===== src/rtl/sap_controller.sv =====
// SAP-style controller-sequencer: six-state one-hot ring (T1..T6) advancing on the
// falling clock edge, combinational control word, latched halt. Build option CS_EARLY_END_EN.
module sap_controller (
  input  logic       clk,
  input  logic       clr,
  input  logic [3:0] op,
  output logic [5:0] t,
  output logic       cp,
  output logic       ep,
  output logic       lm,
  output logic       ce,
  output logic       li,
  output logic       ei,
  output logic       la,
  output logic       ea,
  output logic       su,
  output logic       eu,
  output logic       lb,
  output logic       lo,
  output logic       hlt
);

  // state | meaning
  // T1    | address state: PC onto bus, MAR load
  // T2    | increment state: PC increment
  // T3    | memory state: RAM onto bus, IR load
  // T4    | execute 1: operand address fetch or output transfer; HLT latches here
  // T5    | execute 2: operand read into A or B; frozen here while halted
  // T6    | execute 3: ALU result into A
  localparam logic [5:0] T1 = 6'b000001;
  localparam logic [5:0] T2 = 6'b000010;
  localparam logic [5:0] T3 = 6'b000100;
  localparam logic [5:0] T4 = 6'b001000;
  localparam logic [5:0] T5 = 6'b010000;
  localparam logic [5:0] T6 = 6'b100000;

  localparam logic [3:0] OP_LDA = 4'b0000;
  localparam logic [3:0] OP_ADD = 4'b0001;
  localparam logic [3:0] OP_SUB = 4'b0010;
  localparam logic [3:0] OP_OUT = 4'b1110;
  localparam logic [3:0] OP_HLT = 4'b1111;

  logic [5:0] state;
  logic [5:0] state_next;
  logic       halt;
  logic       halt_next;

  logic is_lda;
  logic is_add;
  logic is_sub;
  logic is_out;
  logic is_hlt;
  logic is_nop;

  assign is_lda = (op == OP_LDA);
  assign is_add = (op == OP_ADD);
  assign is_sub = (op == OP_SUB);
  assign is_out = (op == OP_OUT);
  assign is_hlt = (op == OP_HLT);
  assign is_nop = !(is_lda || is_add || is_sub || is_out || is_hlt);

  always_comb begin
    state_next = T1;
    halt_next  = halt;
    if (halt) begin
      state_next = state;
    end else begin
      case (state)
        T1: state_next = T2;
        T2: state_next = T3;
        T3: state_next = T4;
        T4: begin
          state_next = T5;
          if (is_hlt) begin
            halt_next = 1'b1;
          end
`ifdef CS_EARLY_END_EN
          if (is_out || is_nop) begin
            state_next = T1;
          end
`endif
        end
        T5: begin
          state_next = T6;
`ifdef CS_EARLY_END_EN
          if (is_lda) begin
            state_next = T1;
          end
`endif
        end
        T6:      state_next = T1;
        // any non-one-hot value recovers to the start of a fetch
        default: state_next = T1;
      endcase
    end
  end

  always_ff @(negedge clk or posedge clr) begin
    if (clr) begin
      state <= T1;
      halt  <= 1'b0;
    end else begin
      state <= state_next;
      halt  <= halt_next;
    end
  end

  always_comb begin
    cp = 1'b0;
    ep = 1'b0;
    lm = 1'b0;
    ce = 1'b0;
    li = 1'b0;
    ei = 1'b0;
    la = 1'b0;
    ea = 1'b0;
    su = 1'b0;
    eu = 1'b0;
    lb = 1'b0;
    lo = 1'b0;
    if (!halt) begin
      case (state)
        T1: begin
          ep = 1'b1;
          lm = 1'b1;
        end
        T2: cp = 1'b1;
        T3: begin
          ce = 1'b1;
          li = 1'b1;
        end
        T4: begin
          if (is_lda || is_add || is_sub) begin
            ei = 1'b1;
            lm = 1'b1;
          end else if (is_out) begin
            ea = 1'b1;
            lo = 1'b1;
          end
        end
        T5: begin
          if (is_lda) begin
            ce = 1'b1;
            la = 1'b1;
          end else if (is_add || is_sub) begin
            ce = 1'b1;
            lb = 1'b1;
          end
        end
        T6: begin
          if (is_add || is_sub) begin
            su = is_sub;
            eu = 1'b1;
            la = 1'b1;
          end
        end
        default: ;
      endcase
    end
  end

  assign t   = state;
  assign hlt = halt;

endmodule


===== config.mk =====
export PLATFORM = sky130hd
export DESIGN_NAME = sap_controller
export DESIGN_NICKNAME = d
export VERILOG_FILES = /design/src/rtl/sap_controller.sv
export SDC_FILE = /design/constraint.sdc
export NUM_CORES = 1
export LEC_CHECK = 0
export CORE_MARGIN = 3
export CORE_UTILIZATION = 39
export DETAILED_ROUTE_END_ITERATION = 7
export PLACE_DENSITY = 0.84
export SYNTH_ARGS = -nofsm -noshare
export SYNTH_HDL_FRONTEND = slang
export SYNTH_SLANG_ARGS = --single-unit

===== constraint.sdc =====
create_clock -name clk -period 2.05 [get_ports clk]
set_input_delay 0.41 -clock clk [delete_from_list [all_inputs] [get_ports clk]]
set_output_delay 0.41 -clock clk [all_outputs]
set_load 0.05 [all_outputs]

==> flow_summary.yaml, run 1 <==
floorplanning:
  io_pins: 25
  initial_core_util_pct: 45.3
  die_x_um: 43.4
  die_h_um: 43.4
  rows: 12
logic_synthesis:
  synthCells: 65
  ys_ff_latch: 7
  syn_avg_cell_area_um2: 8.37
  synth_fp_nets: 71
  ys_types: 30
  ys.warnings.count: 0
  synth.yosys.seq_area_share_pct: 32.4
  syn-cell-area_um2: 544
outcome:
  firstError: "[ERROR DPL-0038] Utilization greater than 100%, impossible to legalize"
  haltStage: "detailed placement"
  status: "did not finish"
placement:
  globalplace.congestion: 0.881
  port-buffer-count: 24
==> cells in the mapped netlist <==
cell      count  area, µm²
a21o_1        3       22.5
inv_1         2       7.51
nand4_1       1       6.26
dfrtn_1       6        150
or3_1         1       6.26
nor4_1        1       6.26
or4b_4        1       13.8
o21bai_1      1       7.51
nand3b_1      2       15.0
xor2_1        1       8.76
nor4_2        1       12.5
nor2b_1       2       12.5
a21oi_1       4       20.0
a211oi_1      2       15.0
o21ai_0       5       25.0
nand4b_1      1       8.76
o32a_1        1       10.0
clkbuf_1      3       11.3
nand2_1       5       18.8
buf_6         1       11.3
nor3b_1       1       7.51
or3_4         2       22.5
nor4b_1       2       17.5
nor2_1        4       15.0
dfstp_2       1       26.3
nand2b_1      4       25.0
buf_4         1       7.51
nor3_1        4       20.0
buf_2         1       5.00
xnor2_1       1       8.76
==> cell families after synthesis <==
kind of cell | Yosys count | synth area share, %
simple gates | 32 | 38.2
flops | 7 | 32.4
xor+xnor | 2 | 3.22
buf+inv | 8 | 7.82
compound gates | 16 | 18.4
==> metrics by stage <==
step              setup TNS [ns]  hold slack [ns]  instance area [µm²]  std cells
floorplan                 -16.39            0.806                  697         65
global placement          -10.87            0.581                 1290        124
==> run 2: changes to the inputs <==
Settings changed: CORE_AREA from default to 3 3 64 66, CORE_MARGIN 3 to default, CORE_UTILIZATION 39 to default, DIE_AREA from default to 0 0 67 69, PLACE_DENSITY 0.84 to default, PLACE_DENSITY_LB_ADDON from default to 0.15.
==> flow_summary.yaml, run 2 <==
outcome:
  status: "finished with violations"
  violations: "negative setup slack"
power:
  pwr-share-seq_pct: 13.2
  leakage_nw: 0.698
  p_sw_share_pct: 45.1
  power.switching_uw: 848
  p_clk_share_pct: 10.6
  power_density_nw_per_um2: 1220
  p_int_mw: 1.03
  comb_power_share_pct: 76.2
  ir_drop_mv: 1.10
logic_synthesis:
  synthArstFlopShare_pct: 100
  yosys.area.top_type: "dfrtn_1"
  syn_avg_cell_area_um2: 8.37
  ys_types: 30
  synth.yosys.seq_area_share_pct: 32.4
  synth-edff-count: 0
  ys.warnings.count: 0
  synth.most_common_cell: "dfrtn_1"
  synth_common_cells: "6 x dfrtn_1, 5 x nand2_1, 5 x o21ai_0"
  synthCells: 65
  synth_fp_nets: 71
  ys.flop_type: "dfrtn_1"
  synth_top_area_share_pct: 27.6
  netlist_top_cells_area: "dfrtn_1 28%, dfstp_2 4.8%, nand2b_1 4.6%"
  syn-cell-area_um2: 544
  ys_ff_latch: 7
setup_path:
  path_buf_inv: 1
  critPathKind: "reg2out"
  cp_top_family: "simple AND/OR/NAND/NOR gates"
  cp.arrival_ns: 2.78
  crit_chain: "nand2b_4, or4b_4, nand2b_4, a21oi_4, buf_12"
  crit_cells: 5
  cpMostUsedCell: "nand2b_4"
  ff2ff_path_depth: 6
  critPathLaunchType: "register"
  cp_slowest_cell: "or4b_4"
  worst-path-max-fanout: 3
  endpoint_kind: "output port"
  crit_path_max_incr_delay_ns: 0.51
  cp.required_ns: 1.64
layout:
  largest_reg_flops: 6
  nNetsFinal: 130
  final_util_pct: 42.5
  syn_to_final_growth_pct: 184
  final_common_cell: "buf_4"
  diodes: 0
  mostFrequentLayoutCells: "24 x buf_4, 19 x buf_12, 12 x buf_6, 6 x dfrtn_1, 5 x o21ai_0"
  layout-drive-gt1-share_pct: 67.5
timing:
  worst_clock_skew_ns: 0.0410
  relSlewSlack_pct: 80.0
  final.setup.worst_slack_ns: -1.14
  whs_ns: 0.598
  setup_tns_ns: -16.02
  maxSlewViolCount: 0
  worstMarginPinSlew_ns: 0.298
  rsz0062_at_grt: "yes"
  setup_viol: 19
  hold_violations: 0
placement:
  dp_hpwl_um: 1600
  globalplace.congestion: 0.698
  port-buffer-count: 24
clock_network:
  clk_pin_slew_ns: 0.03
  cts_buffers: 3
  root_buffer: "clkbuf_8"
  ctsLongestPathBuffers: 2
  cts_tree: "done"
  cts_sinks: 7
  worstSkewPairLatency_ns: 0.29
  htree_levels: 1
route:
  ant_nets: 0
  firstDrtPassIters: 3
  post-route-drc-count: 0
  drt-wirelength-per-cell_um: 12.0
  drtIter0Drc: 10
  drt-vias-per-instance: 4.11
  dr_total_vias: 702
  wl_um: 2050
floorplanning:
  io_pins: 25
  die_h_um: 69
  die-area_um2: 4620
  coreArea_um2: 3630
  initial_core_util_pct: 15.0
  die_x_um: 67
  rows: 22
global_routing:
  grt_pass1_vias: 732
  grt_pass1_wl_um: 3520
  grt_overflow: 0
  grt_max_degree: 19
  grt_use_total_pct: 9.61
  antenna_found_initial: 0
flow_run:
  cap_violations: 0
hold_path:
  min_path_cells: 2
  hold_class: "reg2reg"
[run 2: logic make-up (layout without fill, tap and decap cells)]
| family | count (synthesis) | after routing | synth area share (%) |
|---|---|---|---|
| xor+xnor | 2 | 2 | 3.22 |
| flops | 7 | 7 | 32.4 |
| simple gates | 32 | 32 | 38.2 |
| compound gates | 16 | 16 | 18.4 |
| buf+inv | 8 | 66 | 7.82 |
[run 2: final timing paths]
kind	startpoint	end	slack (ns)
min	t[2]	t[2]	0.60
min reg2reg	t[2]	t[2]	0.60
max in group asynchronous	clr	t[5]	0.48
max	t[4]	ce	-1.14
max reg2reg	t[0]	t[3]	0.62
min in group asynchronous	clr	t[2]	1.26
[run 2: per-layer routing]
metal | wire (µm) | up-vias | track usage (%)
met3 | 86 | 2 | 2.61
met2 | 1090 | 15 | 15.3
met5 | 0 | - | 0
met4 | 12 | 0 | 2.70
li1 | - | 348 | -
met1 | 859 | 337 | 12.5
[run 2: worst register-to-register path, delay by kind of cell (launching register included)]
family | cells | cell delay, ns
buffers and inverters | 2 | 0.27
and+or+nand+nor | 3 | 0.21
DFF | 1 | 0.60
AOI/OAI and AO/OA | 1 | 0.16
[run 2: through the flow]
step	worst slack [ns]	power, mW	instances	instance area, µm²
global route	-1.21	1.98	171	1540
finish	-1.14	1.88	171	1540
floorplan	-1.45	0.942	65	697
CTS	-1.17	1.77	166	1440
global placement	-0.882	1.53	159	1340
detailed placement	-0.905	1.53	159	1340
[run 2: repair_timing]
action	4_1_cts	5_1_grt
pin swaps	4	5
setup buffers	3	5
hold buffers	0	0
gates cloned	0	0
gates resized for setup	11	17
endpoints found under the setup margin	20	20
[run 2: final cells by class]
class                      count  area [µm²]
clock buffer                   3        41.3
clock inverter                 2        7.51
fill                         345        2090
inverter                       1        3.75
multi-input combinational     50         509
sequential                     7         176
tap                           48        60.1
timing repair buffer          60         746
[run 2: power by group through the flow]
stage | Clock, mW | Sequential [mW] | Combinational (mW)
2_1_floorplan | 0.00610 | 0.363 | 0.573
3_3_place_gp | 0.00610 | 0.238 | 1.28
3_5_place_dp | 0.00610 | 0.241 | 1.28
4_1_cts | 0.209 | 0.242 | 1.32
5_1_grt | 0.221 | 0.253 | 1.51
6_report | 0.200 | 0.248 | 1.43
(Power assumes the default switching activity.)
==> run 3: changes to the inputs <==
Settings changed: TNS_END_PERCENT from default to 100.
==> results of run 3 <==
The final DEF is identical to that of run 2; final timing and power are the same.
